`src/rtl/if_prefetch.sv`:
```
// Instruction-fetch front end: single-outstanding imem fetcher feeding a DEPTH-entry {pc, instr} queue.
// Define IF_PREFETCH_PERF_EN to add the perf_fetched / perf_discarded counters.
module if_prefetch #(
    parameter logic [31:0] RESET_PC = 32'h0000_0000,
    parameter int unsigned DEPTH    = 4
) (
    input  logic        clk_1s,
    input  logic        rstn,
    input  logic        redirect_valid,
    input  logic [31:0] redirect_pc,
    output logic        imem_req,
    output logic [31:0] imem_addr,
    input  logic        imem_ack,
    input  logic [31:0] imem_rdata,
    output logic        if_valid,
    output logic [31:0] if_pc,
    output logic [31:0] if_instr,
    input  logic        id_ready
`ifdef IF_PREFETCH_PERF_EN
    ,
    output logic [31:0] perf_fetched,
    output logic [31:0] perf_discarded
`endif
);
    localparam int unsigned   PW      = $clog2(DEPTH);
    localparam int unsigned   CW      = $clog2(DEPTH + 1);
    localparam logic [CW-1:0] DEPTH_C = CW'(DEPTH);

    typedef enum logic [1:0] {IDLE, BUSY, DRAIN} state_t;

    state_t        state_q, state_d;
    logic          req_q, req_d;
    logic [31:0]   addr_q, addr_d;
    logic [31:0]   fetch_pc_q, fetch_pc_d;
    logic [CW-1:0] count_q, count_d;
    logic [PW-1:0] rd_ptr_q, rd_ptr_d;
    logic [PW-1:0] wr_ptr_q, wr_ptr_d;
    logic [31:0]   pc_mem_q    [DEPTH];
    logic [31:0]   instr_mem_q [DEPTH];

    logic          ack_v, drop, enq, deq, can_issue;
    logic [31:0]   tgt_pc;
    logic          unused_pc_lsbs;

    assign ack_v          = imem_ack && req_q;
    assign drop           = (state_q == DRAIN) || redirect_valid;
    assign enq            = ack_v && !drop;
    assign deq            = (count_q != '0) && id_ready && !redirect_valid;
    assign tgt_pc         = {redirect_pc[31:2], 2'b00};
    assign can_issue      = !req_q || ack_v;
    assign unused_pc_lsbs = ^redirect_pc[1:0];

    always_comb begin
        state_d    = state_q;
        req_d      = req_q;
        addr_d     = addr_q;
        fetch_pc_d = fetch_pc_q;
        count_d    = count_q;
        rd_ptr_d   = rd_ptr_q;
        wr_ptr_d   = wr_ptr_q;

        if (redirect_valid) begin
            count_d    = '0;
            rd_ptr_d   = '0;
            wr_ptr_d   = '0;
            fetch_pc_d = tgt_pc;
        end else begin
            if (enq) wr_ptr_d = wr_ptr_q + PW'(1);
            if (deq) rd_ptr_d = rd_ptr_q + PW'(1);
            count_d = count_q + CW'(enq) - CW'(deq);
        end

        // Issue decision sees the post-redirect fetch_pc and the updated occupancy.
        if (can_issue) begin
            if (count_d < DEPTH_C) begin
                req_d      = 1'b1;
                addr_d     = fetch_pc_d;
                fetch_pc_d = fetch_pc_d + 32'd4;
                state_d    = BUSY;
            end else begin
                req_d   = 1'b0;
                state_d = IDLE;
            end
        end else if (redirect_valid) begin
            state_d = DRAIN;
        end
    end

    always_ff @(posedge clk_1s or negedge rstn) begin
        if (!rstn) begin
            state_q    <= IDLE;
            req_q      <= 1'b0;
            addr_q     <= RESET_PC;
            fetch_pc_q <= RESET_PC;
            count_q    <= '0;
            rd_ptr_q   <= '0;
            wr_ptr_q   <= '0;
            for (int unsigned i = 0; i < DEPTH; i++) begin
                pc_mem_q[i]    <= '0;
                instr_mem_q[i] <= '0;
            end
        end else begin
            state_q    <= state_d;
            req_q      <= req_d;
            addr_q     <= addr_d;
            fetch_pc_q <= fetch_pc_d;
            count_q    <= count_d;
            rd_ptr_q   <= rd_ptr_d;
            wr_ptr_q   <= wr_ptr_d;
            if (enq) begin
                pc_mem_q[wr_ptr_q]    <= addr_q;
                instr_mem_q[wr_ptr_q] <= imem_rdata;
            end
        end
    end

    assign imem_req  = req_q;
    assign imem_addr = addr_q;
    assign if_valid  = (count_q != '0);
    assign if_pc     = pc_mem_q[rd_ptr_q];
    assign if_instr  = instr_mem_q[rd_ptr_q];

`ifdef IF_PREFETCH_PERF_EN
    logic [31:0] fetched_q, discarded_q;
    logic [32:0] fetched_sum, discarded_sum;

    // Discards = dropped acks plus whatever valid entries a redirect flushes.
    always_comb begin
        fetched_sum   = {1'b0, fetched_q} + 33'(enq);
        discarded_sum = {1'b0, discarded_q} + 33'(ack_v && drop)
                        + (redirect_valid ? 33'(count_q) : 33'd0);
    end

    always_ff @(posedge clk_1s or negedge rstn) begin
        if (!rstn) begin
            fetched_q   <= '0;
            discarded_q <= '0;
        end else begin
            fetched_q   <= fetched_sum[32]   ? '1 : fetched_sum[31:0];
            discarded_q <= discarded_sum[32] ? '1 : discarded_sum[31:0];
        end
    end

    assign perf_fetched   = fetched_q;
    assign perf_discarded = discarded_q;
`endif
endmodule

```
`config.mk`:
```
export PLATFORM = sky130hd
export DESIGN_NAME = if_prefetch
export DESIGN_NICKNAME = d
export VERILOG_FILES = /design/src/rtl/if_prefetch.sv
export SDC_FILE = /design/constraint.sdc
export NUM_CORES = 1
export LEC_CHECK = 0
export ABC_AREA = 1
export CORE_UTILIZATION = 55
export DETAILED_ROUTE_END_ITERATION = 6
export GPL_TIMING_DRIVEN = 0
export PLACE_DENSITY = 0.75
export SLEW_MARGIN = 10
export SYNTH_ARGS = -nofsm -noshare
export SYNTH_HDL_FRONTEND = slang
export SYNTH_SLANG_ARGS = --single-unit
```
`constraint.sdc`:
```
create_clock -name clk_1s -period 3.26 [get_ports clk_1s]
set_input_delay 0.489 -clock clk_1s [delete_from_list [all_inputs] [get_ports clk_1s]]
set_output_delay 0.489 -clock clk_1s [all_outputs]
set_load 0.03 [all_outputs]
```
==> run_summary.xml <==
<?xml version="1.0" encoding="UTF-8"?>
<metrics>
  <group name="sta">
    <metric name="tightestPinTransition" unit="ns">0.6421</metric>
    <metric name="finalCritPeriodShare" unit="%">97.51</metric>
    <metric name="fmax" unit="MHz">314.6</metric>
    <metric name="timing.final.setup_violations" unit="">0</metric>
    <metric name="finalMaxSlewViolations" unit="">0</metric>
    <metric name="finalWorstSetupSlack" unit="ns">0.08126</metric>
    <metric name="timing.final.hold_violations" unit="">0</metric>
    <metric name="finalCriticalPeriod" unit="ns">3.179</metric>
    <metric name="skew" unit="ns">0.006572</metric>
    <metric name="slew_headroom" unit="%">57.19</metric>
  </group>
  <group name="drt">
    <metric name="post-route-drc-count" unit="">6</metric>
    <metric name="route.vias.total" unit="">13300</metric>
    <metric name="detail_route.vias_per_cell" unit="">5.689</metric>
    <metric name="routed_wire_length_per_instance" unit="um">17.90</metric>
    <metric name="first_drt_iteration_drcs" unit="">1156</metric>
    <metric name="final_antenna_net_count" unit="">0</metric>
    <metric name="dr.pass1.iters" unit="">7</metric>
    <metric name="postRouteWirelength" unit="mm">41.82</metric>
  </group>
  <group name="logic_synthesis">
    <metric name="synth.area.mux_share" unit="%">0</metric>
    <metric name="synth_cells" unit="">1769</metric>
    <metric name="yosys_warnings" unit="">0</metric>
    <metric name="synthesis.area_per_instance" unit="um2">8.374</metric>
    <metric name="synth_edf_count" unit="">0</metric>
    <metric name="synth-simple-area-share" unit="%">18.02</metric>
    <metric name="yosysUniqueCellTypes" unit="">34</metric>
    <metric name="main_combinational_cell_family_by_area_after_synthesis" unit="">simple AND/OR/NAND/NOR gates</metric>
    <metric name="yosys_register_bits" unit="">330</metric>
    <metric name="ys.flop_type" unit="">dfrtp_1</metric>
    <metric name="asyncSetResetFlopFracSynth" unit="%">100.0</metric>
    <metric name="synth_nets" unit="">1846</metric>
    <metric name="synth_commonest_cells" unit="">nand2_1, o21ai_0, dfrtp_1</metric>
    <metric name="netlist_top_cells_area" unit="">dfrtp_1, o21ai_0, nand2_1</metric>
    <metric name="synth_most_common_cell" unit="">nand2_1</metric>
    <metric name="synthDominantCellAreaShare" unit="%">55.75</metric>
    <metric name="yosysTopAreaCell" unit="">dfrtp_1</metric>
    <metric name="synth-seq-area-share" unit="%">55.75</metric>
    <metric name="synth-compound-area-share" unit="%">17.66</metric>
    <metric name="netlist_area_before_placement" unit="mm2">0.01481</metric>
    <metric name="synthXorXnorAreaFrac" unit="%">0.8869</metric>
    <metric name="synth_adder_area_share" unit="%">0.7264</metric>
  </group>
  <group name="clock_network">
    <metric name="cts_tree" unit="">done</metric>
    <metric name="clock_tree.htree_level_count" unit="">2</metric>
    <metric name="clk_pin_slew_worst_paths" unit="ns">0.06</metric>
    <metric name="tritoncts_sink_count" unit="">330</metric>
    <metric name="worstSkewPairLatency" unit="ns">0.51</metric>
    <metric name="clk_path_buf_depth" unit="">3</metric>
    <metric name="root_buffer" unit="">clkbuf_16</metric>
    <metric name="cts_buffers" unit="">36</metric>
  </group>
  <group name="hold_path">
    <metric name="hp-class" unit="">reg2reg</metric>
  </group>
  <group name="global_routing">
    <metric name="grt_max_degree" unit="">111</metric>
    <metric name="grt_first_pass_wirelength" unit="mm">67.73</metric>
    <metric name="grt_util_all_layers" unit="%">30.95</metric>
    <metric name="congestion_overflow_gr" unit="">0</metric>
    <metric name="grt_pass1_vias" unit="">13110</metric>
    <metric name="antenna_found_initial" unit="">0</metric>
  </group>
  <group name="floorplan">
    <metric name="die_width" unit="um">166.1</metric>
    <metric name="top_level_port_count" unit="">167</metric>
    <metric name="std_cell_rows" unit="">59</metric>
    <metric name="coreArea" unit="mm2">0.02621</metric>
    <metric name="initial_utilization" unit="%">56.52</metric>
    <metric name="dieHeight" unit="um">166.1</metric>
    <metric name="fp.dieArea" unit="mm2">0.02759</metric>
  </group>
  <group name="setup_path">
    <metric name="required_time_of_the_critical_path" unit="ns">2.77</metric>
    <metric name="worst-path-max-fanout" unit="">10</metric>
    <metric name="worst_ep_arrival_time" unit="ns">2.69</metric>
    <metric name="startpoint_type" unit="">flip-flop</metric>
    <metric name="setup.worst_path.class" unit="">reg2out</metric>
    <metric name="critPathCaptureType" unit="">output port</metric>
  </group>
  <group name="run">
    <metric name="drv.max_cap_violation_count" unit="">0</metric>
  </group>
  <group name="layout">
    <metric name="finalNetCount" unit="">2057</metric>
    <metric name="final-instance-count-excl-fill" unit="">2337</metric>
    <metric name="area.sequential" unit="mm2">0.008258</metric>
    <metric name="num-fill-cells" unit="">2117</metric>
    <metric name="antenna_cells" unit="">0</metric>
    <metric name="multi_input_comb_area" unit="mm2">0.005555</metric>
    <metric name="drive_gt1_share" unit="%">7.842</metric>
    <metric name="area.growth.synth_to_final" unit="%">22.88</metric>
  </group>
  <group name="outcome">
    <metric name="run_status" unit="">complete, but fails checks</metric>
    <metric name="violations" unit="">design-rule violations</metric>
  </group>
  <group name="placed_design">
    <metric name="placedCellCount" unit="">2271</metric>
    <metric name="place.gp.congestion" unit="">0.9098</metric>
    <metric name="numPortBuffers" unit="">164</metric>
    <metric name="place_ws" unit="ns">-0.7871</metric>
    <metric name="post-dp-hpwl" unit="mm">27.83</metric>
  </group>
  <group name="power_and_ir_drop">
    <metric name="vdd_drop_max" unit="uV">435.8</metric>
    <metric name="power-per-cell-area" unit="mW/mm2">984.8</metric>
    <metric name="power.leakage" unit="nW">8.763</metric>
  </group>
</metrics>
-- critical path: stages (launching register included) --
cell	delay, ns
dfrtp_1	0.39
inv_1	0.12
clkbuf_2	0.30
clkbuf_2	0.32
nor2_1	0.07
o22ai_1	0.26
clkdlybuf4s50_1	0.72
-- cell usage in the layout (no fill, tap or decap), types with 9 or more instances in the layout --
| cell type | count |
|---|---|
| buf_2 | 18 |
| nand2_2 | 11 |
| clkbuf_2 | 27 |
| nand3_1 | 24 |
| o21ai_0 | 424 |
| dfrtp_1 | 330 |
| clkdlybuf4s50_1 | 141 |
| inv_1 | 134 |
| o22ai_1 | 64 |
| dlygate4sd2_1 | 13 |
| xor2_1 | 14 |
| clkbuf_1 | 67 |
| nand2_1 | 426 |
| clkbuf_16 | 37 |
| dlymetal6s2s_1 | 9 |
| nor2_4 | 10 |
| nor2_1 | 160 |
-- through the flow --
step	setup TNS [ns]	util [%]	area, um2	total power, mW	hold WS, ns
final	0	69.46	18200	17.93	0.4794
after floorplan	0	-	14810	10.91	0.1934
after global routing	-0.006139	69.46	18200	18.97	0.4929
after CTS	0	69.07	18100	17.87	0.4816
after global placement	-4105.24	64.39	16870	13.78	0.4602
after detailed placement	-39.20	64.72	16960	13.98	0.4677
-- where the power goes --
group          leakage, nW  switching, mW  internal [mW]  total [mW]
clock network        0.539           1.62           2.28        3.89
logic                 3.98           4.75           2.68        7.42
registers             4.25          0.943           5.67        6.61
total                 8.76           7.31           10.6        17.9
-- sequential cells by signal (all words and copies together) (netlist names) --
| signal | cells |
|---|---|
| pc_mem_q | 128 |
| rd_ptr_q | 2 |
| imem_addr | 32 |
| state_q | 2 |
| count_q | 3 |
| wr_ptr_q | 2 |
| instr_mem_q | 128 |
| imem_req | 1 |
| fetch_pc_q | 32 |
-- layout make-up --
class | instances | share of cell area [%]
inverter | 142 | 2.928
buffer | 112 | 2.949
timing repair buffer | 174 | 9.836
tap | 335 | 2.303
multi-input combinational | 1184 | 30.52
clock inverter | 8 | 0.4262
sequential | 330 | 45.37
clock buffer | 52 | 5.671
-- worst paths after layout --
check | start | endpoint | slack, ns | depth (start not counted)
worst max-delay path | rd_ptr_q[0]$_DFFE_PN0P_ | if_instr[6] | 0.08 | 6
worst min-delay path | pc_mem_q[67]$_DFFE_PN0P_ | pc_mem_q[67]$_DFFE_PN0P_ | 0.48 | 2
worst max register to register | count_q[1]$_DFF_PN0_ | fetch_pc_q[27]$_DFF_PN0_ | 0.18 | 19
worst min register to register | pc_mem_q[67]$_DFFE_PN0P_ | pc_mem_q[67]$_DFFE_PN0P_ | 0.48 | 2
max in group asynchronous | rstn | fetch_pc_q[6]$_DFF_PN0_ | 1.55 | 4
min in group asynchronous | rstn | instr_mem_q[8]$_DFFE_PN0P_ | 0.55 | 2
-- timing repair --
| action | 4_1_cts | 5_1_grt |
|---|---|---|
| endpoints found under the hold margin | 32 | 0 |
| setup endpoints to repair | 117 | 81 |
| buffers inserted | 0 | 5 |
| hold buffers | 1 | 0 |
| gates cloned | 0 | 1 |
| pin swaps | 0 | 5 |
| resized for setup | 34 | 49 |
-- cells by family after synthesis --
group                    Yosys count
AND/OR/NAND/NOR                  657
AO/OA/AOI/OAI                    504
flip-flops                       330
buffers and inverters            255
XOR/XNOR                          15
adder cells (fa/ha/maj)            8
-- per-layer routing --
metal	vias up	wire length, um	GRT usage (%)
li1	6193	-	-
met1	6399	17290	41.69
met2	587	19650	49.51
met3	116	3282	5.291
met4	0	1606	13.94
met5	-	0	0
Note: power is estimated with default switching activity, not from simulation.
